--- src/rtl/pos_link_pkg.sv ---
`default_nettype none
// ============================================================================
//  Module      : pos_link_pkg
//  Description : Shared frame layout and FSM state type for the paddle link.
//  Revision    : 1.0 - initial release
// ============================================================================
package pos_link_pkg;

    localparam int POS_W = 10;

    // Bit positions within the two frame bytes
    localparam int c_SYNC_BIT   = 7;
    localparam int c_HI_RSV_MSB = 6;
    localparam int c_HI_RSV_LSB = 5;
    localparam int c_LO_PAR_BIT = 6;
    localparam int c_LO_RSV_BIT = 5;

    typedef enum logic [0:0] {
        WAIT_HI = 1'b0,
        WAIT_LO = 1'b1
    } rx_state_t;

    function automatic logic pos_parity(input logic [POS_W-1:0] pos);
        return ^pos;
    endfunction

endpackage
`default_nettype wire

--- src/rtl/link_watchdog.sv ---
`default_nettype none
// ============================================================================
//  Module      : link_watchdog
//  Description : Idle timer; expired pulses TIMEOUT_CYCLES cycles after kick.
//  Revision    : 1.0 - initial release
// ============================================================================
module link_watchdog #(
    parameter int TIMEOUT_CYCLES = 6_500_000
) (
    input  logic clk,
    input  logic rst_n,
    input  logic kick,
    output logic expired
);

    localparam int c_CNT_W = $clog2(TIMEOUT_CYCLES + 1);
    localparam logic [c_CNT_W-1:0] c_LOAD = c_CNT_W'(TIMEOUT_CYCLES);
    localparam logic [c_CNT_W-1:0] c_ONE  = c_CNT_W'(1);

    logic [c_CNT_W-1:0] r_cnt;

    // Zero means disarmed; the last count before zero marks expiry
    always_ff @(posedge clk or negedge rst_n) begin
        if (!rst_n) begin
            r_cnt <= '0;
        end else if (kick) begin
            r_cnt <= c_LOAD;
        end else if (r_cnt != '0) begin
            r_cnt <= r_cnt - c_ONE;
        end
    end

    assign expired = (r_cnt == c_ONE);

endmodule
`default_nettype wire

--- src/rtl/pos_frame_rx.sv ---
`default_nettype none
// ============================================================================
//  Module      : pos_frame_rx
//  Description : Reassembles and validates two-byte paddle position frames.
//                Macro POS_RX_TIMEOUT_EN enables the link-loss watchdog.
//  Revision    : 1.0 - initial release
// ============================================================================
module pos_frame_rx
    import pos_link_pkg::*;
#(
    parameter int MAX_POS        = 668,
    parameter int RESET_POS      = 334,
    parameter int TIMEOUT_CYCLES = 6_500_000
) (
    input  logic             clk65MHz,
    input  logic             rst_n,
    input  logic [7:0]       rx_data,
    input  logic             rx_valid,
    output logic [POS_W-1:0] input_pos,
    output logic             pos_valid,
    output logic             frame_err,
    output logic [7:0]       err_cnt,
    output logic             link_ok
);

    localparam logic [POS_W-1:0] c_MAX_POS   = POS_W'(MAX_POS);
    localparam logic [POS_W-1:0] c_RESET_POS = POS_W'(RESET_POS);

    rx_state_t        r_state;
    rx_state_t        w_state_nxt;
    logic [4:0]       r_hi;
    logic [4:0]       w_hi_nxt;
    logic [POS_W-1:0] w_pos;
    logic             w_accept;
    logic             w_reject;
    logic             w_expired;

    logic [POS_W-1:0] r_pos;
    logic             r_pos_valid;
    logic             r_frame_err;
    logic [7:0]       r_err_cnt;
    logic             r_link_ok;

    always_ff @(posedge clk65MHz or negedge rst_n) begin
        if (!rst_n) begin
            r_state <= WAIT_HI;
            r_hi    <= '0;
        end else begin
            r_state <= w_state_nxt;
            r_hi    <= w_hi_nxt;
        end
    end

    always_comb begin
        w_state_nxt = r_state;
        w_hi_nxt    = r_hi;
        w_accept    = 1'b0;
        w_reject    = 1'b0;
        w_pos       = {r_hi, rx_data[4:0]};
        if (rx_valid) begin
            if (rx_data[c_SYNC_BIT]) begin
                // A high byte mid-frame abandons the pending frame; one pulse covers it
                if (r_state == WAIT_LO) begin
                    w_reject = 1'b1;
                end
                if (rx_data[c_HI_RSV_MSB:c_HI_RSV_LSB] == 2'b00) begin
                    w_hi_nxt    = rx_data[4:0];
                    w_state_nxt = WAIT_LO;
                end else begin
                    w_reject    = 1'b1;
                    w_state_nxt = WAIT_HI;
                end
            end else begin
                w_state_nxt = WAIT_HI;
                if (r_state == WAIT_HI) begin
                    w_reject = 1'b1;
                end else if (!rx_data[c_LO_RSV_BIT] &&
                             (rx_data[c_LO_PAR_BIT] == pos_parity(w_pos)) &&
                             (w_pos <= c_MAX_POS)) begin
                    w_accept = 1'b1;
                end else begin
                    w_reject = 1'b1;
                end
            end
        end
    end

`ifdef POS_RX_TIMEOUT_EN
    link_watchdog #(
        .TIMEOUT_CYCLES (TIMEOUT_CYCLES)
    ) u_link_watchdog (
        .clk     (clk65MHz),
        .rst_n   (rst_n),
        .kick    (w_accept),
        .expired (w_expired)
    );
`else
    logic w_unused_timeout;
    assign w_unused_timeout = (TIMEOUT_CYCLES == 0);
    assign w_expired        = 1'b0;
`endif

    always_ff @(posedge clk65MHz or negedge rst_n) begin
        if (!rst_n) begin
            r_pos       <= c_RESET_POS;
            r_pos_valid <= 1'b0;
            r_frame_err <= 1'b0;
            r_err_cnt   <= '0;
            r_link_ok   <= 1'b0;
        end else begin
            r_pos_valid <= w_accept;
            r_frame_err <= w_reject;
            if (w_accept) begin
                r_pos <= w_pos;
            end
            if (w_reject && (r_err_cnt != 8'hFF)) begin
                r_err_cnt <= r_err_cnt + 8'd1;
            end
            if (w_accept) begin
                r_link_ok <= 1'b1;
            end else if (w_expired) begin
                r_link_ok <= 1'b0;
            end
        end
    end

    assign input_pos = r_pos;
    assign pos_valid = r_pos_valid;
    assign frame_err = r_frame_err;
    assign err_cnt   = r_err_cnt;
    assign link_ok   = r_link_ok;

endmodule
`default_nettype wire

--- config.mk ---
export PLATFORM = sky130hd
export DESIGN_NAME = pos_frame_rx
export DESIGN_NICKNAME = d
export VERILOG_FILES = /design/src/rtl/pos_link_pkg.sv /design/src/rtl/link_watchdog.sv /design/src/rtl/pos_frame_rx.sv
export SDC_FILE = /design/constraint.sdc
export NUM_CORES = 1
export LEC_CHECK = 0
export BUFFER_PORTS_ARGS = -buffer_cell sky130_fd_sc_hd__buf_2
export CAP_MARGIN = 0
export CORE_MARGIN = 2
export CORE_UTILIZATION = 55
export DETAILED_ROUTE_END_ITERATION = 10
export PLACE_DENSITY = 0.82
export SKIP_LAST_GASP = 1
export SLEW_MARGIN = 40
export SYNTH_ARGS = -nofsm -noshare
export SYNTH_HDL_FRONTEND = slang
export SYNTH_SLANG_ARGS = --single-unit
--- constraint.sdc ---
create_clock -name clk65MHz -period 3.6 [get_ports clk65MHz]
set_input_delay 0.18 -clock clk65MHz [delete_from_list [all_inputs] [get_ports clk65MHz]]
set_output_delay 0.18 -clock clk65MHz [all_outputs]
set_load 0.05 [all_outputs]
=== Word level (Yosys, flattened, before mapping) ===
Index checks and enable logic that the tools add are counted.

* Register bits after elaboration: 27
* Bits of input ports: 11
* Output and inout bits: 21
* Logic and storage cells: 30

* Add/sub/neg operators: 1
* Magnitude comparators: 1
* Equality and inequality tests: 2
* Mux-type cells: 12
* Reduce and logical (&&, ||, !) cells: 7

{| class="wikitable"
|+ Operator list
! cell !! number
|-
| $mux 1 || 12
|-
| $le 10x10->1 const B || 1
|-
| $reduce_xor 10->1 || 1
|-
| $add 8x1->8 const B || 1
|-
| $ne 8x8->1 const B || 1
|-
| $logic_and 1x1->1 || 3
|-
| $reduce_and 3->1 || 1
|-
| $logic_not 2->1 || 1
|-
| $eq 1x1->1 || 1
|-
| $logic_not 1->1 || 1
|}

=== Logic depth before layout (Yosys ltp) ===
Gate-level depths: netlist of run 1.

* Word-level depth: 9
* Mapped depth: 8
* Depth with buffers taken out: 7

=== Worst setup path before layout of run 1 ===
No wires, ideal clock.

* Kind: register to register
* Start point: register r_hi[3]
* End point: register r_pos[4] (netlist: input_pos[4])
* Setup time: 0.125 ns
* Data arrival time: 2.095 ns
* Data required time: 3.475 ns
* Path slack: 1.380 ns
* Stages on the path, launching flop included: 9
* Path buffers: 1
* Period minus slack after synthesis: 2.220 ns
* Cell sequence: dfrtp_1 > inv_1 > ha_1 > xnor2_1 > xnor2_1 > xnor2_1 > and3_2 > buf_6 > mux2_2

* Longest elaborated chain between the ends: 8
* Elaborated cells on any way between the ends: 9
* Those cells by class: order compare (1); eq/ne (1); mux (4); reduce/logical (3)

{| class="wikitable"
|+ RTL lines
! element !! line !! RTL
|-
| start, declared || pos_frame_rx.sv:31 || <nowiki>logic [4:0] r_hi;</nowiki>
|-
| start signal, assigned || pos_frame_rx.sv:50 || <nowiki>r_hi <= w_hi_nxt;</nowiki>
|-
| branches (longest 3 deep; another with $le 10x10->1) || -- ||
|-
| $logic_and 1x1->1 (*) || pos_frame_rx.sv:78 || <nowiki>(rx_data[c_LO_PAR_BIT] == pos_parity(w_pos)) &&</nowiki>
|-
| $mux 1 (*) || pos_frame_rx.sv:77 || <nowiki>end else if (!rx_data[c_LO_RSV_BIT] &&</nowiki>
|-
| $mux 1 (*) || pos_frame_rx.sv:75 || <nowiki>if (r_state == WAIT_HI) begin</nowiki>
|-
| $mux 1 (*) || pos_frame_rx.sv:61 || <nowiki>if (rx_data[c_SYNC_BIT]) begin</nowiki>
|-
| $mux 1 (*) || pos_frame_rx.sv:60 || <nowiki>if (rx_valid) begin</nowiki>
|-
| via w_accept || pos_frame_rx.sv:34 || <nowiki>logic w_accept;</nowiki>
|-
| end signal, assigned || pos_frame_rx.sv:105 || <nowiki>r_pos <= c_RESET_POS;</nowiki>
|-
| end signal, assigned || pos_frame_rx.sv:114 || <nowiki>r_pos <= w_pos;</nowiki>
|-
| end, declared || pos_frame_rx.sv:38 || <nowiki>logic [POS_W-1:0] r_pos;</nowiki>
|}

Mark *: on every way through the listed nets, which the timed path passes.
A chain may end at the register's enable or synchronous reset.

=== Worst setup path after layout of run 1 ===
* Start point: register r_hi[1]
* End point: register r_pos[5] (netlist: input_pos[5])

* Longest elaborated chain between the ends: 8
* Elaborated cells on any way between the ends: 9
* Those cells by class: order compare (1); eq/ne (1); mux (4); reduce/logical (3)

{| class="wikitable"
|+ RTL lines
! element !! line
|-
| branches (longest 3 deep; another with $le 10x10->1) || --
|-
| $logic_and 1x1->1 (*) || pos_frame_rx.sv:78
|-
| $mux 1 (*) || pos_frame_rx.sv:77
|-
| $mux 1 (*) || pos_frame_rx.sv:75
|-
| $mux 1 (*) || pos_frame_rx.sv:61
|-
| $mux 1 (*) || pos_frame_rx.sv:60
|}

Mark *: on every way between the ends.

==> results.md, run 1 <==
* Outcome: complete, no violations
* DR WL met2 at roughly 1200 µm
* Max Fclk at approximately 380 MHz
* Slew HR at 45.1%
* Crit path arrival time at around 2900 ps
* P&R area growth vs syn at 17.0%
* Area leader, netlist: dfrtp_1
* Post-DRT Antenna Nets at 0
* First-pass GRT wire length at between 4000 and 5000 µm
* Total gr overflow at 0
* Yosys top cell area share at a little over two fifths
* Clock slew at reported path FFs at around 140 ps
* Worst slew pin tran at 817 ps
* Flop-to-flop setup slack at 980 ps
* Worst IR Drop VDD at ~0.64 mV
* Hold Path Class: in2reg
* Num rows at 17
* Synth area leaders: dfrtp_1 (42%), mux2_2 (13%), dfstp_2 (10%), ha_1 (7.6%), xor2_1 (4.0%)
* Kind of critical path: reg2reg
* Met3 WL post-DR at between 150 and 200 µm
* Core Util, Final at slightly below 70%
* # diodes at 0
* Die Span Y at approximately 53 µm
* Top cells by count, synth: dfrtp_1 (22), mux2_2 (15), ha_1 (8), inv_1 (8)
* Total Wirelength at roughly 2500 µm
* 1st-iter DRT viols at 12
* Initial antenna violation count at 0
* Final worst path period share at 72.8%
* Maxcap violations at 0
* 1st-pass router iterations at 6
* Top Layer Used: met4
* Post-synth EDFFs at 0
* Top FF cell, synth: dfrtp_1
* PortBufs at 31
* Initial core utilization at between 50% and 60%
* Root Driver: clkbuf_4
* CTS Sinks at 27
* Vias in the first global route at 894
* Clk_lat worst skew at roughly 330 ps
* Average cell area after synthesis at 12.3 µm²
* GR Util All Layers at between 20% and 30%
* Slew Limit Fails at 0
* Setup tns final at 0 ps
* Cell Area, Synth at 1310 µm²
* # DRC at 0
* Largest net degree at the start of global routing at 28
* CTS tree: yes
* DP Wirelength at roughly 1800 µm
* # nets final at 162
* Most instantiated library cell after synthesis: dfrtp_1
* Num CTS Buffers at 3
* Reg2Reg Launch Point: r_hi[1]
* Startpoint types: flop
* Share of layout cells above drive strength 1 at 41.5%
* Fin. Hold Viols at 0
* PwrDens at 889 nW/µm²
* Tot Pwr at 1.37 mW
* Routability-driven placement congestion ratio at between 0.8 and 0.9
* Maximum clock insertion buffer count at 2
* Yosys warns at 0
* Asr flop ratio synth at 100%
* Die area at 2800 µm²
* Yosys reg bits at 27
* Worst Setup End Kind: flop
* DR vias/cell at around 5.6
* Synth cell types at 27
* Critical Path Fanout Max at 12
* DR vias at around 950
* Io pins at 32
* CP required at approximately 3800 ps
* Worst setup path startpoint: r_hi[1]
* RSZ-0062 raised after global routing: no
* H-tree Lvls at 1
* Core Footprint at approximately 2200 µm²
* Final setup fails at 0
* Mapped Cells at approximately 110
* DR WL/cell at between 10 and 15 µm
* Clk_skew at roughly 1.5 ps
* Post-synthesis sequential area ratio at 51.9%
* Syn Nets at between 100 and 150
* Met1 WL at ~1100 µm
* Leakage at between 0.7 and 0.8 nW
* Worst hold start: rx_data[0]
* Die W at 52.9 µm
* Min Tclk post-route at around 2600 ps
-- state kept, by name, indices dropped and copies added, names as in the netlist --
register / count
link_ok: 1
frame_err: 1
r_state: 1
pos_valid: 1
r_hi: 5
input_pos: 10
err_cnt: 8
-- power by group --
part	internal (mW)	switching (mW)
registers	0.428	0.0907
clock network	0.0418	0.0912
logic	0.199	0.517
-- path summary, 6_finish.rpt --
check,to,cells past startpoint
max,input_pos[5],7
min,r_hi[0],3
max reg2reg,input_pos[5],7
min reg2reg,link_ok,1
max in group asynchronous,input_pos[8],2
min in group asynchronous,input_pos[7],2
-- critical path, cell delays in order (launching register included) --
cell and delay, ps:
dfrtp_1 400, inv_1 70, ha_1 300, xnor2_1 230
xnor2_1 130, xnor2_1 560, and3_2 470, mux2_2 370
-- cells in the final DEF, fill, tap and decap left out, types with 4 or more instances in the layout --
| master | instances |
|---|---|
| buf_2 | 31 |
| dfrtp_1 | 22 |
| mux2_2 | 15 |
| inv_1 | 8 |
| ha_1 | 8 |
| nand2_1 | 6 |
| xor2_1 | 6 |
| nand3_1 | 5 |
| a211oi_1 | 5 |
| dfstp_2 | 5 |
| xnor2_1 | 4 |
-- timing repair --
item | in CTS | in global routing
gates resized for setup | 0 | 0
endpoints found under the hold margin | 22 | 0
setup buffers | 0 | 0
hold buffers | 1 | 0
-- routing by layer --
metal	vias to the layer above	track usage [%]
met4	0	8.55
li1	458	-
met1	450	26.6
met3	5	4.24
met2	39	32.7
met5	-	0
-- area by class of cell --
type / count / area [µm²]
multi-input cells: 71 / 598
repair buffers: 32 / 165
inverters: 8 / 30.0
fillers: 169 / 696
well taps: 28 / 35.0
flip-flops and latches: 27 / 682
clock buffers: 3 / 22.5
clock inverters: 1 / 5.00
-- through the flow --
step                      cells  hold WS, ps  cell area, µm²  setup WS, ps
after detailed placement    165          206            1500          1030
after global routing        170         88.5            1540           844
final                       170         76.8            1540           978
after floorplan             107         -116            1310          1380
after CTS                   170         74.9            1540           995
after global placement      165          206            1490          1180
-- cell families after synthesis --
kind of cell	after synthesis	share of synthesized area (%)
AOI/OAI and AO/OA	17	8.95
xor gates and xnor gates	10	6.67
adders and majority gates	8	7.62
buffers and inverters	9	3.14
DFF	27	51.9
muxes	15	12.9
and+or+nand+nor	21	8.86
No activity file was read; power rests on OpenSTA's default activity.
==> inputs of run 2 (changes only) <==
--- a/config.mk
+++ b/config.mk
@@ -5,12 +5,13 @@
 export SDC_FILE = /design/constraint.sdc
 export NUM_CORES = 1
 export LEC_CHECK = 0
+export ABC_AREA = 1
 export BUFFER_PORTS_ARGS = -buffer_cell sky130_fd_sc_hd__buf_2
 export CAP_MARGIN = 0
 export CORE_MARGIN = 2
-export CORE_UTILIZATION = 55
+export CORE_UTILIZATION = 48
 export DETAILED_ROUTE_END_ITERATION = 10
-export PLACE_DENSITY = 0.82
+export PLACE_DENSITY = 0.75
 export SKIP_LAST_GASP = 1
 export SLEW_MARGIN = 40
 export SYNTH_ARGS = -nofsm -noshare
==> constraint.sdc (replaced) <==
create_clock -name clk65MHz -period 2.3 [get_ports clk65MHz]
set_input_delay 0.115 -clock clk65MHz [delete_from_list [all_inputs] [get_ports clk65MHz]]
set_output_delay 0.115 -clock clk65MHz [all_outputs]
set_load 0.05 [all_outputs]
==> results.md, run 2 <==
* Crit path arrival time at 2120 ps (-740 ps)
* Share of layout cells above drive strength 1 at 21.4% (-20 points)
* Clk_skew at 9.63 ps (+8.12 ps)
* Yosys warns at 0 (unchanged)
* Worst hold start: rx_data[3]
* # diodes at 0 (unchanged)
* Synth cell types at 22 (-19%)
* Sequential cell area at 682 µm² (unchanged)
* Slowest CP cell: dlygate4sd3_1
* Crit-path max cell delay at 540 ps (-20 ps)
* Largest net degree at the start of global routing at 28 (unchanged)
* Slew HR at 61.0% (+16 points)
* Num CTS Buffers at 3 (unchanged)
* Post-CTS Setup Bufs at 0 (unchanged)
* Cell Area, Synth at 1450 µm² (+10%)
* Root Driver: clkbuf_4
* Slew Limit Fails at 0 (unchanged)
* PwrDens at 1000 nW/µm² (+13%)
* Post-DRT Antenna Nets at 0 (unchanged)
* Outcome: finished with violations
* Sequential share of power at 41.5% (+3.6 points)
* Failing checks: design-rule violations
* Top cells by count, synth: nand2_1 (76), dfrtp_1 (22), inv_1 (19)
* Largest delay share family, worst path: simple AND/OR/NAND/NOR gates
* CTS tree: yes
* Num rows at 19 (+2)
* # nets final at 235 (+45%)
* Post-synth EDFFs at 0 (unchanged)
* Flop-to-flop setup slack at 430 ps (-550 ps)
* Worst Setup End Kind: flop
* Initial core utilization at 51.7% (-7.1 points)
* Io pins at 32 (unchanged)
* Critical-path cell list: dlygate4sd3_1, buf_2, ha_1, inv_1, nand2_1, nand2_1, nand2_1, nand2_1, nand2_1, nand3_4, nand3_1, nand2_1, nand2_1
* Max Fclk at 531 MHz
* DR WL/cell at 10.9 µm (-24%)
* Maximum clock insertion buffer count at 2 (unchanged)
* Worst slew pin tran at 585 ps (-232 ps)
* Final setup fails at 0 (unchanged)
* P&R area growth vs syn at 16.5%
* Post-synthesis sequential area ratio at 47.0% (-4.9 points)
* Combinational fraction of design power at 46.6% (-5.8 points)
* CTS Sinks at 27 (unchanged)
* Routability-driven placement congestion ratio at 0.825 (-6.6%)
* # DRC at 1 (+1)
* DR vias/cell at 4.89 (-13%)
* Worst Setup Slack, final at 415 ps (-563 ps)
* Core Footprint at 2810 µm² (+26%)
* Most frequent cells in the layout: nand2_1 (76), buf_2 (31), dfrtp_1 (22)
* Average cell area after synthesis at 8.15 µm² (-34%)
* Total gr overflow at 0 (unchanged)
* CP required at 2530 ps (-1310 ps)
* Reg2reg end: input_pos[3]
* Filler cell count at 252 (+49%)
* GR Util All Layers at 17.7% (-2.6 points)
* Buf/Inv on CP at 3 (+2)
* Power Internal at 0.886 mW (+32%)
* Worst IR Drop VDD at 0.431 mV (-33%)
* Hold path depth at 3 (unchanged)
* Sw Share at 47.7% (-3.4 points)
* Leakage at 0.970 nW (+26%)
* PortBufs at 31 (unchanged)
* Cell repeated most along the worst path: nand2_1
* Clock slew at reported path FFs at 140 ps (about the same)
* Area of the multi-input gates at 682 µm² (+14%)
* H-tree Lvls at 1 (unchanged)
* Hold Path Sink: input_pos[3]
* Total Wirelength at 2690 µm (+9.7%)
* Kind of critical path: in2reg
* Asr flop ratio synth at 100% (unchanged)
* Setup tns final at 0 ps (unchanged)
* DR vias at 1202 (+26%)
* 1st-iter DRT viols at 41 (+29)
* Flip-flop count of the largest register after layout at 10 (unchanged)
* Syn Nets at 197 (+56%)
* First-pass GRT wire length at 4740 µm (+18%)
* Most common cell after layout, fill and taps aside: nand2_1
* Area leader, netlist: dfrtp_1
* Final worst path period share at between 80% and 90%
* Die Span Y at 59.0 µm (+12%)
* Vias in the first global route at 1069 (+20%)
* Clk_lat worst skew at 330 ps (about the same)
* Yosys top cell area share at 38.0% (-3.9 points)
* Synth area leaders: dfrtp_1 (38%), nand2_1 (20%), dfstp_2 (9.1%), ha_1 (6.9%), inv_1 (4.9%)
* Critical Path Fanout Max at 10 (-2)
* Startpoint types: input pin
* Fin. Hold Viols at 0 (unchanged)
* Mapped Cells at 178 (+66%)
* Top FF cell, synth: dfrtp_1
* Tightest hold margin at 8.04 ps (-68.7 ps)
* Place WS at 417 ps (-615 ps)
* Yosys reg bits at 27 (unchanged)
* Die area at 3480 µm² (+24%)
* Die W at 59.0 µm (+12%)
* Net Sw Power at 0.809 mW (+16%)
* RSZ-0062 raised after global routing: no
* DP Wirelength at 2030 µm (+10%)
* Reg2Reg Launch Point: r_hi[1]
* Clock share of power at 11.9% (+2.2 points)
* Maxcap violations at 0 (unchanged)
* Initial antenna violation count at 0 (unchanged)
* Worst Reg2Reg Path Length in Cells at 13 (+6)
* Most instantiated library cell after synthesis: nand2_1
* Hold Path Class: in2reg
* 1st-pass router iterations at 8 (+2)
* Min Tclk post-route at 1880 ps
run 2: changes by cell type in the layout (fill, tap and decap cells not counted), moves of 2 or more:
| cell | delta |
|---|---|
| dlygate4sd3_1 | +2 |
| nor2_1 | +8 |
| xor2_1 | -3 |
| nand4_1 | +5 |
| nand2_1 | +70 |
| inv_1 | +11 |
| nand3_1 | +5 |
| mux2_2 | -13 |
| xnor2_1 | -2 |
| and3_1 | -2 |
| a211oi_1 | -5 |
run 2: power by group through the flow:
stage / sequential [mW] / combinational [mW] / clock, mW
after global placement: 0.710 / 0.783 / 0
after CTS: 0.705 / 0.796 / 0.206
after detailed placement: 0.714 / 0.789 / 0
final: 0.703 / 0.790 / 0.202
after floorplan: 1.05 / 0.275 / 0
after global routing: 0.727 / 0.870 / 0.222
run 2: repair_timing:
action,in CTS,in global routing
hold buffers,3,0
gates resized for setup,0,0
hold endpoints to repair,24,0
run 2: per-layer routing:
layer	global-route usage (%)	up-vias	part of all wire, %
met3	2.42	4	3.7
met2	26.7	29	44
li1	-	633	-
met5	0	-	0
met4	4.87	0	1.3
met1	26.6	536	51
run 2: area by class of cell:
type	count	share of cell area (%)
Inverter	20	4.44
Sequential cell	27	40.4
Clock buffer	4	1.56
Timing Repair Buffer	34	11.0
Multi-Input combinational cell	130	40.4
Tap cell	31	2.30
run 2: per-stage QoR:
step / instance area (µm²) / instances / utilization, % / total power, mW
after floorplan: 1450 / 178 / - / 1.32
after global routing: 1690 / 246 / 60.2 / 1.82
final: 1690 / 246 / 60.2 / 1.69
after detailed placement: 1630 / 239 / 58.2 / 1.50
after CTS: 1690 / 246 / 60.2 / 1.71
after global placement: 1630 / 239 / 58.2 / 1.49
run 2: kinds of logic (layout without fill, tap and decap cells):
logic type	Yosys count	count (layout)	share of synthesized area, %
and+or+nand+nor	108	108	32.4
DFF	27	27	47.0
buffers and inverters	21	58	5.95
adders and majority gates	8	8	6.90
AOI/OAI and AO/OA	7	7	3.19
xor gates and xnor gates	5	5	3.02
muxes	2	2	1.55
run 2: worst register-to-register path: stages (launching register included):
cell     delay [ps]
dfrtp_1         420
inv_1            60
ha_1            300
inv_1            60
nand2_1          60
nand2_1          60
nand2_1          40
nand2_1          70
inv_1            40
nand2_1         100
and2_1          170
nand3_2         210
nand2_1         150
nand2_1          60
run 2: worst max-delay path by stage:
stage | start | endpoint | slack, ps | cells after the start
3_3_place_gp | r_hi[1] | input_pos[9] | 460 | 13
2_1_floorplan | err_cnt[0] | err_cnt[4] | 450 | 7
6_report | rx_data[2] | err_cnt[0] | 420 | 13
5_1_grt | r_hi[1] | err_cnt[5] | 110 | 12
3_5_place_dp | r_hi[1] | input_pos[3] | 420 | 13
4_1_cts | r_hi[1] | input_pos[3] | 380 | 13
==> inputs of run 3 (changes only) <==
--- a/config.mk
+++ b/config.mk
@@ -9,9 +9,9 @@
 export BUFFER_PORTS_ARGS = -buffer_cell sky130_fd_sc_hd__buf_2
 export CAP_MARGIN = 0
 export CORE_MARGIN = 2
-export CORE_UTILIZATION = 48
+export CORE_UTILIZATION = 53
 export DETAILED_ROUTE_END_ITERATION = 10
-export PLACE_DENSITY = 0.75
+export PLACE_DENSITY = 0.78
 export SKIP_LAST_GASP = 1
 export SLEW_MARGIN = 40
 export SYNTH_ARGS = -nofsm -noshare
==> constraint.sdc (replaced) <==
create_clock -name clk65MHz -period 1.8 [get_ports clk65MHz]
set_input_delay 0.09 -clock clk65MHz [delete_from_list [all_inputs] [get_ports clk65MHz]]
set_output_delay 0.09 -clock clk65MHz [all_outputs]
set_load 0.05 [all_outputs]
==> results.md, run 3 (synthesized netlist as in run 2, its figures left out) <==
* Outcome: complete, no violations
* DR vias/cell at 5.20 (+6.3%)
* Critical Path Fanout Max at 5 (-5)
* Total gr overflow at 0 (unchanged)
* Final setup fails at 0 (unchanged)
* Crit path arrival time at 2080 ps (-40 ps)
* # nets final at 251 (+6.8%)
* Die area at 3170 µm² (-8.8%)
* Num CTS Buffers at 3 (unchanged)
* Root Driver: clkbuf_4
* Min Tclk post-route at 1790 ps
* Setup tns final at 0 ps (unchanged)
* PortBufs at 31 (unchanged)
* Filler cell count at 174 (-31%)
* Vias in the first global route at 1209 (+13%)
* Final cell count without fillers at 261 (+6.1%)
* DR vias at 1356 (+13%)
* Initial antenna violation count at 0 (unchanged)
* Worst Setup Slack, final at 8.17 ps (-407 ps)
* Post-DRT Antenna Nets at 0 (unchanged)
* Fin. Hold Viols at 0 (unchanged)
* CTS tree: yes
* CP required at 2090 ps (-440 ps)
* 1st-pass router iterations at 5 (-3)
* DR WL/cell at 13.7 µm (+26%)
* Tot Pwr at 2.42 mW (+43%)
* Max Fclk at approximately 560 MHz
* Core Util, Final at 77.8% (+18 points)
* First-pass GRT wire length at 5420 µm (+14%)
* # DRC at 0 (-1)
* Met3 Use GR at 3.00% (+0.58 points)
* Initial core utilization at 57.0% (+5.3 points)
* Most common cell after layout, fill and taps aside: nand2_1
* Hold Path Class: in2reg
* Clk_skew at 7.88 ps (-1.75 ps)
* M2 GR Usage at 35.1% (+8.5 points)
* GR Layer Usage met1 at 30.6% (+4.0 points)
* 1st-iter DRT viols at 53 (+29%)
* Die W at 56.3 µm (-4.5%)
* Worst IR Drop VDD at 0.879 mV (+100%)
* Worst Setup End Kind: flop
* Most frequent cells in the layout: nand2_1 (60), buf_2 (31), dfrtp_1 (20)
* H-tree Lvls at 1 (unchanged)
* Slew HR at 60.0% (-1.1 points)
* Place WS at -76.8 ps (-493 ps)
* Routability-driven placement congestion ratio at 0.808 (-2.0%)
* PwrDens at 1220 nW/µm² (+22%)
* Final worst path period share at between 90% and 100%
* DP Wirelength at 2190 µm (+8.0%)
* Maxcap violations at 0 (unchanged)
* Total Wirelength at 3590 µm (+33%)
* Clock slew at reported path FFs at 150 ps (about the same)
* GR Util All Layers at 21.8% (+4.1 points)
* Leakage at 1.05 nW (+8.6%)
* Worst slew pin tran at 601 ps (+16.0 ps)
* Die Span Y at 56.3 µm (-4.5%)
* Busiest grt layer: met2
* Num rows at 18 (-1)
* Kind of critical path: reg2reg
* RSZ-0062 raised after global routing: yes
* Flip-flop count of the largest register after layout at 10 (unchanged)
* Share of layout cells above drive strength 1 at 40.7% (+19 points)
* Maximum clock insertion buffer count at 2 (unchanged)
* Core Footprint at 2540 µm² (-9.3%)
* Slew Limit Fails at 0 (unchanged)
* CTS Sinks at 27 (unchanged)
* P&R area growth vs syn at 36.6%
* Clk_lat worst skew at 330 ps (about the same)
* # diodes at 0 (unchanged)
* Startpoint types: flop
* Io pins at 32 (unchanged)
* Largest net degree at the start of global routing at 28 (unchanged)
* Placed cells at 241 (+0.84%)
run 3: cell count changes in the layout (fill, tap and decap cells not counted), moves of 4 or more:
cell | before | now
buf_4 | 0 | 9
ha_1 | 8 | 3
ha_4 | 0 | 4
inv_1 | 19 | 12
inv_2 | 0 | 7
nand2_1 | 76 | 60
nand2_2 | 0 | 16
run 3: critical path, stage by stage (launching register included):
cell and delay (ps):
dfrtp_1 440, buf_6 140, ha_2 180, a21oi_2 120, nand2_2 80, a21oi_4 190, nand3_4 110, nor2_4 210
clkbuf_16 170, nand2_1 50, nand2_1 50
run 3: path summary, 6_finish.rpt:
path	from	endpoint	slack (ps)	cells past startpoint
setup / recovery	r_hi[4]	input_pos[6]	8	10
hold / removal	rx_data[4]	input_pos[4]	20	3
setup reg to reg	r_hi[4]	input_pos[6]	8	10
hold reg to reg	input_pos[2]	input_pos[2]	470	2
max in group asynchronous	rst_n	err_cnt[0]	1080	2
min in group asynchronous	rst_n	input_pos[7]	290	2
run 3: stage by stage:
| step | hold slack (ps) | cell area (µm²) |
|---|---|---|
| global route | 32.4 | 1980 |
| global placement | 123 | 1660 |
| finish | 15.3 | 1980 |
| floorplan | -206 | 1450 |
| CTS | 19.4 | 1850 |
| detailed placement | 127 | 1660 |
run 3: what timing repair did:
action / 4_1_cts / 5_1_grt
buffers inserted: 6 / 3
gates cloned: 0 / 2
gates resized for setup: 10 / 28
endpoints found under the hold margin: 26 / 0
endpoints found under the setup margin: 19 / 20
pin swaps: 2 / 13
hold buffers: 5 / 0
run 3: cell type report:
cell class	count	area, µm²	share of cell area (%)
clock buffer	4	26.3	1.33
multi-input combinational	131	817	41.3
timing repair buffer	49	340	17.2
tap	30	37.5	1.90
sequential	27	684	34.6
inverter	20	75.1	3.79
run 3: routing by layer:
| layer | share of wire [%] | vias to the layer above |
|---|---|---|
| met2 | 47 | 57 |
| met3 | 6.4 | 7 |
| met1 | 45 | 622 |
| met5 | 0 | - |
| li1 | - | 670 |
| met4 | 1.1 | 0 |
run 3: where the power goes:
group	internal (mW)	switching [mW]	leakage [nW]	total, mW
sequential	0.778	0.127	0.334	0.905
combinational	0.385	0.858	0.704	1.24
clock	0.0871	0.181	0.0150	0.268
